===== src/rtl/call_control_responder.sv =====
`default_nettype none
// +-------------------------------------------------------------------------+
// | Module  : call_control_responder                                        |
// | Brief   : Call-control FSM between the UI command port and the network  |
// |           control-message transport.                                    |
// | Revision: 1.0                                                           |
// +-------------------------------------------------------------------------+
module call_control_responder #(
    parameter logic [7:0]  MY_NUM       = 8'd0,
    parameter logic [31:0] RING_TIMEOUT = 32'd270000000
) (
    input  logic       clk,
    input  logic       reset,
    input  logic [2:0] command,
    input  logic [7:0] phn_num,
    output logic [2:0] inc_command,
    output logic [7:0] caller_id,
    output logic       net_tx_valid,
    input  logic       net_tx_ready,
    output logic [2:0] net_tx_type,
    output logic [7:0] net_tx_dst,
    input  logic       net_rx_valid,
    input  logic [2:0] net_rx_type,
    input  logic [7:0] net_rx_src,
    input  logic [7:0] net_rx_dst,
    output logic       busy
);

    localparam logic [2:0] S_IDLE      = 3'd0;
    localparam logic [2:0] S_REQ_TX    = 3'd1;
    localparam logic [2:0] S_WAIT_ANS  = 3'd2;
    localparam logic [2:0] S_RINGING   = 3'd3;
    localparam logic [2:0] S_ACK_TX    = 3'd4;
    localparam logic [2:0] S_REJ_TX    = 3'd5;
    localparam logic [2:0] S_CONNECTED = 3'd6;
    localparam logic [2:0] S_END_TX    = 3'd7;

    localparam logic [2:0] c_cmd_dial   = 3'd1;
    localparam logic [2:0] c_cmd_accept = 3'd2;
    localparam logic [2:0] c_cmd_reject = 3'd3;
    localparam logic [2:0] c_cmd_end    = 3'd4;

    localparam logic [2:0] c_msg_req = 3'd1;
    localparam logic [2:0] c_msg_ack = 3'd2;
    localparam logic [2:0] c_msg_rej = 3'd3;
    localparam logic [2:0] c_msg_end = 3'd4;

    localparam logic [2:0] c_inc_conn  = 3'd1;
    localparam logic [2:0] c_inc_rej   = 3'd2;
    localparam logic [2:0] c_inc_noans = 3'd3;
    localparam logic [2:0] c_inc_ring  = 3'd5;
    localparam logic [2:0] c_inc_ended = 3'd6;

    localparam logic [31:0] c_timer_max = RING_TIMEOUT - 32'd1;

    logic [2:0]  r_state;
    logic [31:0] r_timer;
    logic [2:0]  r_cmd_prev;
    logic [2:0]  r_inc;
    logic [7:0]  r_caller;
    logic        r_tx_valid;
    logic        r_tx_fsm;
    logic [2:0]  r_tx_type;
    logic [7:0]  r_tx_dst;
    logic        r_rej_pend;
    logic [7:0]  r_rej_dst;

    logic        w_cmd_edge;
    logic        w_rx_ok;
    logic        w_rx_caller;
    logic        w_busy_req;
    logic        w_fsm_hs;
    logic        w_timeout;
    logic [2:0]  w_state_next;
    logic [2:0]  w_inc_next;
    logic [7:0]  w_caller_next;
    logic [2:0]  w_fsm_type;
    logic        w_load_fsm;
    logic        w_load_rej;

    assign w_cmd_edge  = (command != r_cmd_prev) && (command != 3'd0);
    assign w_rx_ok     = net_rx_valid && (net_rx_dst == MY_NUM);
    assign w_rx_caller = w_rx_ok && (net_rx_src == r_caller);
    assign w_busy_req  = w_rx_ok && (net_rx_type == c_msg_req) && (r_state != S_IDLE);
    assign w_fsm_hs    = r_tx_valid && r_tx_fsm && net_tx_ready;
    assign w_timeout   = (r_timer == c_timer_max);

    // Received messages act first; a UI edge is then judged against the state rx led to.
    always_comb begin
        w_state_next  = r_state;
        w_inc_next    = r_inc;
        w_caller_next = r_caller;
        case (r_state)
            S_IDLE: begin
                if (w_rx_ok && (net_rx_type == c_msg_req)) begin
                    w_caller_next = net_rx_src;
                    w_inc_next    = c_inc_ring;
                    w_state_next  = S_RINGING;
                end
            end
            S_REQ_TX:  if (w_fsm_hs) w_state_next = S_WAIT_ANS;
            S_WAIT_ANS: begin
                if (w_rx_caller && (net_rx_type == c_msg_ack)) begin
                    w_inc_next   = c_inc_conn;
                    w_state_next = S_CONNECTED;
                end else if (w_rx_caller && (net_rx_type == c_msg_rej)) begin
                    w_inc_next   = c_inc_rej;
                    w_state_next = S_IDLE;
                end else if (w_timeout) begin
                    w_inc_next   = c_inc_noans;
                    w_state_next = S_END_TX;
                end
            end
            S_RINGING: begin
                if (w_rx_caller && (net_rx_type == c_msg_end)) begin
                    w_inc_next   = c_inc_ended;
                    w_state_next = S_IDLE;
                end else if (w_timeout) begin
                    w_inc_next   = c_inc_noans;
                    w_state_next = S_IDLE;
                end
            end
            S_ACK_TX: begin
                if (w_fsm_hs) begin
                    w_inc_next   = c_inc_conn;
                    w_state_next = S_CONNECTED;
                end
            end
            S_REJ_TX: begin
                if (w_fsm_hs) begin
                    w_inc_next   = c_inc_ended;
                    w_state_next = S_IDLE;
                end
            end
            S_CONNECTED: begin
                if (w_rx_caller && (net_rx_type == c_msg_end)) begin
                    w_inc_next   = c_inc_ended;
                    w_state_next = S_IDLE;
                end
            end
            S_END_TX: begin
                if (w_fsm_hs) begin
                    if (r_inc != c_inc_noans) w_inc_next = c_inc_ended;
                    w_state_next = S_IDLE;
                end
            end
            default: w_state_next = S_IDLE;
        endcase

        if (w_cmd_edge) begin
            case (w_state_next)
                S_IDLE: begin
                    if (command == c_cmd_dial) begin
                        w_caller_next = phn_num;
                        w_state_next  = S_REQ_TX;
                    end
                end
                S_WAIT_ANS, S_CONNECTED: begin
                    if (command == c_cmd_end) w_state_next = S_END_TX;
                end
                S_RINGING: begin
                    if (command == c_cmd_accept)      w_state_next = S_ACK_TX;
                    else if (command == c_cmd_reject) w_state_next = S_REJ_TX;
                end
                default: ;
            endcase
        end
    end

    // Each *_TX state owns one message; it is loaded as soon as the transmitter is idle.
    always_comb begin
        w_fsm_type = 3'd0;
        case (w_state_next)
            S_REQ_TX: w_fsm_type = c_msg_req;
            S_ACK_TX: w_fsm_type = c_msg_ack;
            S_REJ_TX: w_fsm_type = c_msg_rej;
            S_END_TX: w_fsm_type = c_msg_end;
            default:  w_fsm_type = 3'd0;
        endcase
    end

    assign w_load_fsm = !r_tx_valid && (w_fsm_type != 3'd0);
    assign w_load_rej = !r_tx_valid && r_rej_pend && !w_load_fsm;

    always_ff @(posedge clk) begin
        if (reset) begin
            r_state    <= S_IDLE;
            r_timer    <= 32'd0;
            r_cmd_prev <= 3'd0;
            r_inc      <= 3'd0;
            r_caller   <= 8'd0;
            r_tx_valid <= 1'b0;
            r_tx_fsm   <= 1'b0;
            r_tx_type  <= 3'd0;
            r_tx_dst   <= 8'd0;
            r_rej_pend <= 1'b0;
            r_rej_dst  <= 8'd0;
        end else begin
            r_cmd_prev <= command;
            r_state    <= w_state_next;
            r_inc      <= w_inc_next;
            r_caller   <= w_caller_next;

            if (w_state_next != r_state) begin
                r_timer <= 32'd0;
            end else if (((r_state == S_WAIT_ANS) || (r_state == S_RINGING)) && !w_timeout) begin
                r_timer <= r_timer + 32'd1;
            end

            if (r_tx_valid && net_tx_ready) r_tx_valid <= 1'b0;

            if (w_load_fsm) begin
                r_tx_valid <= 1'b1;
                r_tx_fsm   <= 1'b1;
                r_tx_type  <= w_fsm_type;
                r_tx_dst   <= w_caller_next;
            end else if (w_load_rej) begin
                r_tx_valid <= 1'b1;
                r_tx_fsm   <= 1'b0;
                r_tx_type  <= c_msg_rej;
                r_tx_dst   <= r_rej_dst;
            end

            if (w_load_rej) r_rej_pend <= 1'b0;
            if (w_busy_req && (!r_rej_pend || w_load_rej)) begin
                r_rej_pend <= 1'b1;
                r_rej_dst  <= net_rx_src;
            end
        end
    end

    assign inc_command  = r_inc;
    assign caller_id    = r_caller;
    assign net_tx_valid = r_tx_valid;
    assign net_tx_type  = r_tx_type;
    assign net_tx_dst   = r_tx_dst;
    assign busy         = (r_state != S_IDLE);

endmodule
`default_nettype wire


===== config.mk =====
export PLATFORM = sky130hd
export DESIGN_NAME = call_control_responder
export DESIGN_NICKNAME = d
export VERILOG_FILES = /design/src/rtl/call_control_responder.sv
export SDC_FILE = /design/constraint.sdc
export NUM_CORES = 1
export LEC_CHECK = 0
export CORE_MARGIN = 2
export CORE_UTILIZATION = 58
export CTS_BUF_LIST = sky130_fd_sc_hd__clkbuf_2
export DETAILED_ROUTE_END_ITERATION = 7
export HOLD_SLACK_MARGIN = 0.02
export PLACE_DENSITY = 0.92
export SKIP_CTS_REPAIR_TIMING = 1
export SLEW_MARGIN = 30
export SYNTH_ARGS = -nofsm -noshare
export SYNTH_HDL_FRONTEND = slang
export SYNTH_SLANG_ARGS = --single-unit

===== constraint.sdc =====
create_clock -name clk -period 10.75 [get_ports clk]
set_input_delay 2.15 -clock clk [delete_from_list [all_inputs] [get_ports clk]]
set_output_delay 2.15 -clock clk [all_outputs]
set_load 0.005 [all_outputs]

==> flow_summary.yaml, run 1 <==
sta:
  hold_slack_ns: 0.476
  skew_ns: 0.0370
  max_freq_mhz: 173
  min_period_ns: 5.78
  hold_violations: 0
  tns_ns: 0
  min_period_over_period: 0.538
  grt_setup_unrepaired: "false"
  final-setup-viol-count: 0
  final_max_slew_viol_count: 0
  relSlewSlack: 0.424
  tightestPinTransition_ns: 0.861
logic_synthesis:
  syn_area_um2: 3990
  synth_fa_ha_area_frac: 0.00314
  async_reset_ff_frac: 0
  synth_nets: 515
  synth_top_family_by_area: "simple AND/OR/NAND/NOR gates"
  synth_cells: 480
  muxShareOfSynthArea: 0.0653
  synth_edf_count: 0
  ys_seq_area_frac: 0.357
  ys.flop_type: "dfxtp_1"
  yosysWarnings: 0
  synth_area_per_cell_um2: 8.30
  synthSimpleGateAreaFrac: 0.285
  synth_compound_area_frac: 0.159
  ys_types: 71
  synthXorXnorAreaFrac: 0.0945
  ys_ff_latch: 71
route:
  drtPass1Iterations: 5
  drt_iter0_markers: 331
  drc: 0
  ant_nets: 0
  vias: 3745
  drt-vias-per-instance: 6.11
  wirelength_um: 9770
  wl_per_cell_um: 15.9
clock_network:
  insertion_delay_ns: 0.52
  cts_max_level: 3
  clock_sinks: 71
  path_clk_slew_ns: 0.17
  cts_tree: "built"
  clockBufferDepth: 2
  cts_buffers: 9
  cts-root-buf: "clkbuf_2"
global_route:
  grt_antenna_before_repair: 0
  grt_first_pass_wirelength_um: 16000
  overflow: 0
  grt_pass1_vias: 3568
  track_usage: 0.266
  grt_start_max_net_pins: 33
place:
  gp_congestion: 0.957
  port_buffers: 57
  hpwl_um: 7300
  place_inst: 597
outcome:
  status: "finished, final reports clean"
critical_path:
  crit_chain: "clkdlybuf4s50_1, xnor2_1, nand4_1, nor4_2, o221a_2, nor2_1, a2bb2oi_1, o2bb2a_1, a31oi_1, o21ba_1, o221ai_2"
  worstRegToRegCells: 10
  worstPathMaxFanout: 11
  slowest_stage: "nor4_2"
  end_kind: "flip-flop"
  arrival_ns: 6.18
  max_stage_delay_ns: 0.72
  critPathLaunchType: "primary input"
  path_class: "primary input to flip-flop"
  cp_data_required_time_ns: 11.14
floorplanning:
  chipWidth_um: 86.9
  ios: 58
  fp.dieArea_um2: 7550
  rows: 30
  coreArea_um2: 6720
  start_util: 0.593
  die_h_um: 86.9
cells_and_area:
  fillers: 531
  final_nets: 563
  fin_cells: 613
  drive_gt1_frac: 0.107
  area_growth_pct: 17.0
  diodes: 0
worst_hold_path:
  whs_path_depth: 2
  hp-class: "flip-flop to flip-flop"
flow_run:
  maxCapViolations: 0
power_and_ir_drop:
  ir_drop_mv: 0.100
  leakage_uw: 0.00154
  p_per_area_nw_per_um2: 188
  power_uw: 877
## synthesized netlist by cell type (3+ instances only)
cell | instances | share of area
nor3_1 | 18 | 0.023
a31oi_1 | 8 | 0.013
nor2_1 | 69 | 0.065
nand4_1 | 16 | 0.025
and3_1 | 11 | 0.017
a21oi_1 | 15 | 0.019
mux2_2 | 8 | 0.023
o211a_1 | 3 | 0.0075
inv_1 | 7 | 0.0066
mux2i_1 | 17 | 0.043
clkbuf_1 | 11 | 0.010
nand2b_1 | 3 | 0.0047
o21ai_0 | 19 | 0.024
nor4b_2 | 4 | 0.015
xnor2_1 | 25 | 0.055
buf_2 | 7 | 0.0088
nand2_1 | 59 | 0.056
o221ai_2 | 8 | 0.030
xor2_1 | 18 | 0.040
nor4_1 | 5 | 0.0078
nand3_1 | 14 | 0.018
dfxtp_1 | 71 | 0.36
## sequential cells by signal, indices dropped and copies added (netlist names)
name          cells
r_timer          32
r_cmd_prev        3
net_tx_dst        8
net_tx_type       3
inc_command       3
r_rej_pend        1
r_state           3
caller_id         8
r_rej_dst         8
net_tx_valid      1
r_tx_fsm          1
## layer usage
metal  part of all wire  vias up  global-route usage  wire, um
met5                  0        -                   0         0
met2               0.49      131               0.452      4750
met3              0.053       26              0.0588       521
met4              0.019        0              0.0895       189
met1               0.44     1767               0.334      4310
li1                   -     1821                   -         -
## power breakdown
| group | switching (uW) | total (uW) | internal (uW) |
|---|---|---|---|
| clock network | 91.5 | 124 | 32.2 |
| registers | 37.9 | 323 | 285 |
| logic | 271 | 431 | 159 |
## through the flow
step | setup WS (ns) | utilization | cell area (um2)
after floorplan | 5.90 | - | 3990
after global placement | 4.56 | 0.680 | 4570
after detailed placement | 4.51 | 0.682 | 4580
after CTS | 5.08 | 0.694 | 4660
after global routing | 4.72 | 0.694 | 4660
final | 4.97 | 0.694 | 4660
## cell families after synthesis
group           Yosys count
compound gates           82
buf+inv                  32
flops                    71
simple gates            226
mux                      25
fa+ha+maj                 1
xor+xnor                 43
## cells in the final DEF, fill, tap and decap left out, types with 3 or more instances in the layout
cell type / netlist / layout
a21oi_1: 15 / 15
a31oi_1: 8 / 8
and3_1: 11 / 11
clkbuf_2: 0 / 12
clkdlybuf4s50_1: 0 / 57
clkinv_2: 0 / 3
dfxtp_1: 71 / 71
inv_1: 7 / 7
mux2_2: 8 / 8
mux2i_1: 17 / 17
nand2_1: 59 / 59
nand2b_1: 3 / 3
nand3_1: 14 / 14
nand4_1: 16 / 16
nor2_1: 69 / 69
nor3_1: 18 / 18
nor4_1: 5 / 5
nor4b_2: 4 / 3
o211a_1: 3 / 3
o21ai_0: 19 / 19
o221ai_2: 8 / 8
xnor2_1: 25 / 25
xor2_1: 18 / 18
## layout make-up
| class | instances | area (um2) | share of cell area |
|---|---|---|---|
| Inverter | 10 | 37.5 | 0.00805 |
| Clock inverter | 4 | 22.5 | 0.00483 |
| Timing Repair Buffer | 59 | 586 | 0.126 |
| Clock buffer | 12 | 60.1 | 0.0129 |
| Sequential cell | 71 | 1420 | 0.305 |
| Tap cell | 80 | 100 | 0.0215 |
| Multi-Input combinational cell | 377 | 2440 | 0.522 |
## critical path, delay by kind of cell
| kind | cells | cell delay, ns |
|---|---|---|
| xor gates and xnor gates | 1 | 0.14 |
| buffers and inverters | 1 | 0.53 |
| AOI/OAI and AO/OA | 6 | 2.22 |
| and+or+nand+nor | 3 | 1.12 |
## final timing paths
kind	start	end	slack, ns
max reg2reg	caller_id[3]$_SDFF_PP0_	net_tx_dst[6]$_SDFFE_PP0P_	6.69
min reg2reg	r_rej_dst[4]$_SDFFE_PP0P_	r_rej_dst[4]$_SDFFE_PP0P_	0.48
max	net_rx_src[6]	net_tx_dst[6]$_SDFFE_PP0P_	4.97
min	r_rej_dst[4]$_SDFFE_PP0P_	r_rej_dst[4]$_SDFFE_PP0P_	0.48
(Power assumes the default switching activity.)
==> run 2, diff against run 1 <==
--- a/config.mk
+++ b/config.mk
@@ -6,11 +6,11 @@
 export NUM_CORES = 1
 export LEC_CHECK = 0
 export CORE_MARGIN = 2
-export CORE_UTILIZATION = 58
+export CORE_UTILIZATION = 57
 export CTS_BUF_LIST = sky130_fd_sc_hd__clkbuf_2
 export DETAILED_ROUTE_END_ITERATION = 7
 export HOLD_SLACK_MARGIN = 0.02
-export PLACE_DENSITY = 0.92
+export PLACE_DENSITY = 0.91
 export SKIP_CTS_REPAIR_TIMING = 1
 export SLEW_MARGIN = 30
 export SYNTH_ARGS = -nofsm -noshare
==> constraint.sdc (replaced) <==
create_clock -name clk -period 5.8 [get_ports clk]
set_input_delay 1.16 -clock clk [delete_from_list [all_inputs] [get_ports clk]]
set_output_delay 1.16 -clock clk [all_outputs]
set_load 0.005 [all_outputs]
==> run 2 against run 1 <==
Net effect: clock-buffer cell count is 3 lower; utilization increased by 0.36 points; die area is 1.7% higher; first-iteration DRC count up 2.4%; global-route usage is 0.37 points higher; clock skew down 0.0036 ns; non-clock buffer count rose by 3; sequential share of layout area down 0.49 points; worst hold slack better by 0.010 ns; final cell count grew 3.1%; clock power up 140%; critical path type unchanged.
==> flow_summary.yaml, run 2 (synthesis results as in run 1) <==
outcome:
  status: "finished, final reports clean"
worst_hold_path:
  hp-class: "flip-flop to flip-flop"
sta:
  grt_setup_unrepaired: "false"
  tns_ns: 0
  min_period_ns: 4.82
  setup_ws_ns: 0.981
  relSlewSlack: 0.489
  max_freq_mhz: 207
  skew_ns: 0.0335
  final_max_slew_viol_count: 0
  min_period_over_period: 0.831
  final-setup-viol-count: 0
  tightestPinTransition_ns: 0.763
  hold_violations: 0
route:
  drt-vias-per-instance: 6.06
  wl_per_cell_um: 16.0
  vias: 3830
  ant_nets: 0
  drtPass1Iterations: 5
  drt_iter0_markers: 339
  drc: 0
  wirelength_um: 10100
floorplanning:
  start_util: 0.587
  die_h_um: 87.6
  ios: 58
  chipWidth_um: 87.6
  rows: 30
  coreArea_um2: 6790
  fp.dieArea_um2: 7680
place:
  hpwl_um: 7470
  place_inst: 616
  dp_slack_ns: 0.546
  gp_congestion: 0.900
  place_area_um2: 4610
  port_buffers: 57
critical_path:
  end_kind: "flip-flop"
  critPathLaunchType: "primary input"
  arrival_ns: 5.24
  path_class: "primary input to flip-flop"
  cp_data_required_time_ns: 6.22
  worstPathMaxFanout: 11
flow_run:
  maxCapViolations: 0
cells_and_area:
  final_cell_mix: "71 x dfxtp_1, 69 x nor2_1, 59 x nand2_1, 57 x clkdlybuf4s50_1, 25 x xnor2_1"
  finalInstanceArea_um2: 4740
  final_common_cell: "dfxtp_1"
  drive_gt1_frac: 0.112
  largest_register_ffs: 32
  fin_cells: 632
  diodes: 0
  final_nets: 566
  area_growth_pct: 18.9
  top_register: "r_timer"
global_route:
  overflow: 0
  grt_pass1_vias: 3597
  track_usage: 0.270
  grt_start_max_net_pins: 33
  grt_antenna_before_repair: 0
  grt_first_pass_wirelength_um: 16500
clock_network:
  cts_buffers: 9
  path_clk_slew_ns: 0.20
  cts_max_level: 3
  clockBufferDepth: 2
  insertion_delay_ns: 0.54
  cts-root-buf: "clkbuf_2"
  clock_sinks: 71
  cts_tree: "built"
power_and_ir_drop:
  power_uw: 1720
  p_per_area_nw_per_um2: 364
  ir_drop_mv: 0.176
  leakage_uw: 0.00156
## run 2: cell types whose count changed in the layout (fill, tap and decap cells not counted), sizes merged
cell / delta
buf: +3
bufinv: +1
clkbuf: -3
clkinv: -1
inv: +3
## run 2: layout make-up
type	instances	area, um2
flip-flops and latches	71	1420
repair buffers	62	608
clock buffers	9	45.0
inverters	10	37.5
multi-input cells	377	2430
clock inverters	7	80.1
well taps	96	120
fillers	514	2050
## run 2: final timing paths
kind                            from                         end  slack (ns)  cells after the start
max                    net_rx_src[1]  net_tx_dst[0]$_SDFFE_PP0P_        0.98                     11
min            r_tx_fsm$_SDFFE_PP0P_       r_tx_fsm$_SDFFE_PP0P_        0.49                      2
max reg2reg  r_timer[0]$_SDFFE_PP0P_  net_tx_dst[0]$_SDFFE_PP0P_        1.57                     11
min reg2reg    r_tx_fsm$_SDFFE_PP0P_       r_tx_fsm$_SDFFE_PP0P_        0.49                      2
## run 2: per-stage QoR
step / util / hold WS (ns)
after floorplan: - / 0.435
after global placement: 0.679 / 0.446
after detailed placement: 0.679 / 0.460
after CTS: 0.698 / 0.483
after global routing: 0.698 / 0.500
final: 0.698 / 0.487
## run 2: power breakdown
part / internal (uW) / switching, uW / leakage [uW] / total (uW)
clock: 106 / 197 / 0.0000748 / 303
sequential: 528 / 69.7 / 0.000575 / 598
combinational: 307 / 515 / 0.000909 / 823
total: 941 / 782 / 0.00156 / 1720
## run 2: routing by layer
layer	track usage	vias up	share of wire
met2	0.462	172	0.50
met1	0.338	1800	0.41
met3	0.0641	38	0.064
met4	0.0797	0	0.032
met5	0	-	0
li1	-	1820	-
## run 2: critical path: stages
cell	delay, ns
clkdlybuf4s50_1	0.54
xnor2_1	0.15
nand4_1	0.33
nor4_2	0.69
o221a_2	0.37
nor2_1	0.09
a2bb2oi_1	0.16
o2bb2a_1	0.40
a31oi_1	0.61
o21ba_1	0.56
o221ai_2	0.18
==> run 3, diff against run 2 <==
--- a/config.mk
+++ b/config.mk
@@ -6,11 +6,11 @@
 export NUM_CORES = 1
 export LEC_CHECK = 0
 export CORE_MARGIN = 2
-export CORE_UTILIZATION = 57
+export CORE_UTILIZATION = 51
 export CTS_BUF_LIST = sky130_fd_sc_hd__clkbuf_2
 export DETAILED_ROUTE_END_ITERATION = 7
 export HOLD_SLACK_MARGIN = 0.02
-export PLACE_DENSITY = 0.91
+export PLACE_DENSITY = 0.87
 export SKIP_CTS_REPAIR_TIMING = 1
 export SLEW_MARGIN = 30
 export SYNTH_ARGS = -nofsm -noshare
==> constraint.sdc (replaced) <==
create_clock -name clk -period 4.31 [get_ports clk]
set_input_delay 0.862 -clock clk [delete_from_list [all_inputs] [get_ports clk]]
set_output_delay 0.862 -clock clk [all_outputs]
set_load 0.005 [all_outputs]
==> run 3 against run 2 <==
Net effect: clock-buffer cell count up 1; combinational power up 57%; die area up 11%; critical endpoint is now r_rej_dst[6]$_SDFFE_PP0P_.
==> flow_summary.yaml, run 3 (synthesis results as in run 1) <==
outcome:
  status: "finished, final reports clean"
sta:
  skew_ns: 0.0459
  final-setup-viol-count: 0
  tns_ns: 0
  hold_violations: 0
  grt_setup_unrepaired: "false"
  min_period_over_period: 0.902
  relSlewSlack: 0.516
  min_period_ns: 3.89
  final_max_slew_viol_count: 0
  tightestPinTransition_ns: 0.726
  max_freq_mhz: 257
route:
  vias: 3694
  drt_iter0_markers: 237
  drc: 0
  wirelength_um: 9670
  drtPass1Iterations: 6
  ant_nets: 0
  wl_per_cell_um: 15.0
  drt-vias-per-instance: 5.74
cells_and_area:
  drive_gt1_frac: 0.122
  final_common_cell: "dfxtp_1"
  top_register: "r_timer"
  fin_util: 0.631
  area_growth_pct: 21.1
  final_nets: 572
  diodes: 0
  final_cell_mix: "71 x dfxtp_1, 69 x nor2_1, 59 x nand2_1, 57 x clkdlybuf4s50_1, 25 x xnor2_1"
  largest_register_ffs: 32
  fillers: 623
worst_hold_path:
  min-delay-start: "r_rej_dst[2]$_SDFFE_PP0P_"
  whs_path_depth: 2
  hp-class: "flip-flop to flip-flop"
critical_path:
  worstRegToRegCells: 12
  arrival_ns: 4.31
  worstPathMaxFanout: 8
  cp_data_required_time_ns: 4.73
  end_kind: "flip-flop"
  rr_startpoint: "r_timer[0]$_SDFFE_PP0P_"
  critPathLaunch: "net_rx_src[2]"
  critPathLaunchType: "primary input"
  path_class: "primary input to flip-flop"
floorplanning:
  chipWidth_um: 92.4
  coreArea_um2: 7650
  start_util: 0.521
  rows: 32
  fp.dieArea_um2: 8540
  die_h_um: 92.4
  ios: 58
power_and_ir_drop:
  swShare: 0.424
  seqPwrFrac: 0.327
  p_switching_uw: 1040
  leakage_uw: 0.00160
  ir_drop_mv: 0.441
  pwr-share-clk: 0.151
  internal_power_uw: 1420
  comb_power_share: 0.522
  p_per_area_nw_per_um2: 510
clock_network:
  cts-root-buf: "clkbuf_2"
  cts_tree: "built"
  cts_max_level: 3
  insertion_delay_ns: 0.52
  cts_buffers: 9
  clockBufferDepth: 2
  clock_sinks: 71
  path_clk_slew_ns: 0.19
place:
  hpwl_um: 7270
  gp_congestion: 0.938
  port_buffers: 57
global_route:
  grt_start_max_net_pins: 33
  grt_antenna_before_repair: 0
  track_usage: 0.239
  overflow: 0
  grt_pass1_vias: 3601
  grt_first_pass_wirelength_um: 16600
flow_run:
  maxCapViolations: 0
==> run 3: cell count changes in the layout (fill, tap and decap cells not counted), sizes merged <==
cell    change
buf         +6
inv         -3
clkinv      +2
clkbuf      +1
==> run 3: path summary, 6_finish.rpt <==
check        slack, ns                         to
min               0.48  r_rej_dst[2]$_SDFFE_PP0P_
min reg2reg       0.48  r_rej_dst[2]$_SDFFE_PP0P_
max reg2reg       0.77  r_rej_dst[6]$_SDFFE_PP0P_
max               0.42  r_rej_dst[6]$_SDFFE_PP0P_
==> run 3: stage by stage <==
step                hold WS [ns]  setup WS (ns)  power [uW]  instances  instance area (um2)
floorplan                  0.435          0.747        1650        480                 3990
global placement           0.443          0.118        2060        628                 4720
detailed placement         0.456        -0.0457        2080        628                 4720
CTS                        0.481          0.499        2460        644                 4830
global route               0.501          0.313        2630        644                 4830
finish                     0.481          0.424        2460        644                 4830
==> run 3: final cells by class <==
cell class              instances  area [um2]  share of cell area
clock inverters                 6        61.3              0.0127
well taps                     102         128              0.0264
inverters                      10        37.5             0.00777
flip-flops and latches         71        1420               0.294
repair buffers                 68         703               0.146
clock buffers                  10        50.0              0.0104
multi-input cells             377        2430               0.503
==> run 3: power by group through the flow <==
stage / registers (uW) / clock network, uW / logic [uW]
5_1_grt: 819 / 413 / 1400
6_report: 805 / 372 / 1290
3_5_place_dp: 817 / 0 / 1270
4_1_cts: 803 / 380 / 1280
3_3_place_gp: 816 / 0 / 1240
2_1_floorplan: 755 / 0 / 891
==> run 3: routing by layer <==
layer	part of all wire	vias up	global-route usage
met5	0	-	0
met3	0.046	13	0.0586
met2	0.51	92	0.410
li1	-	1843	-
met4	0.011	0	0.0746
met1	0.43	1746	0.295
==> run 3: critical path, stage by stage <==
cell and delay, ns:
clkdlybuf4s50_1 0.55, xnor2_1 0.15, nand4_1 0.29, or4_1 0.59, a31oi_1 0.33, nor4b_1 0.13, a211o_2 0.43, nand2_2 0.12
a311oi_2 0.12, nor4b_2 0.30, buf_4 0.24, mux2i_1 0.19
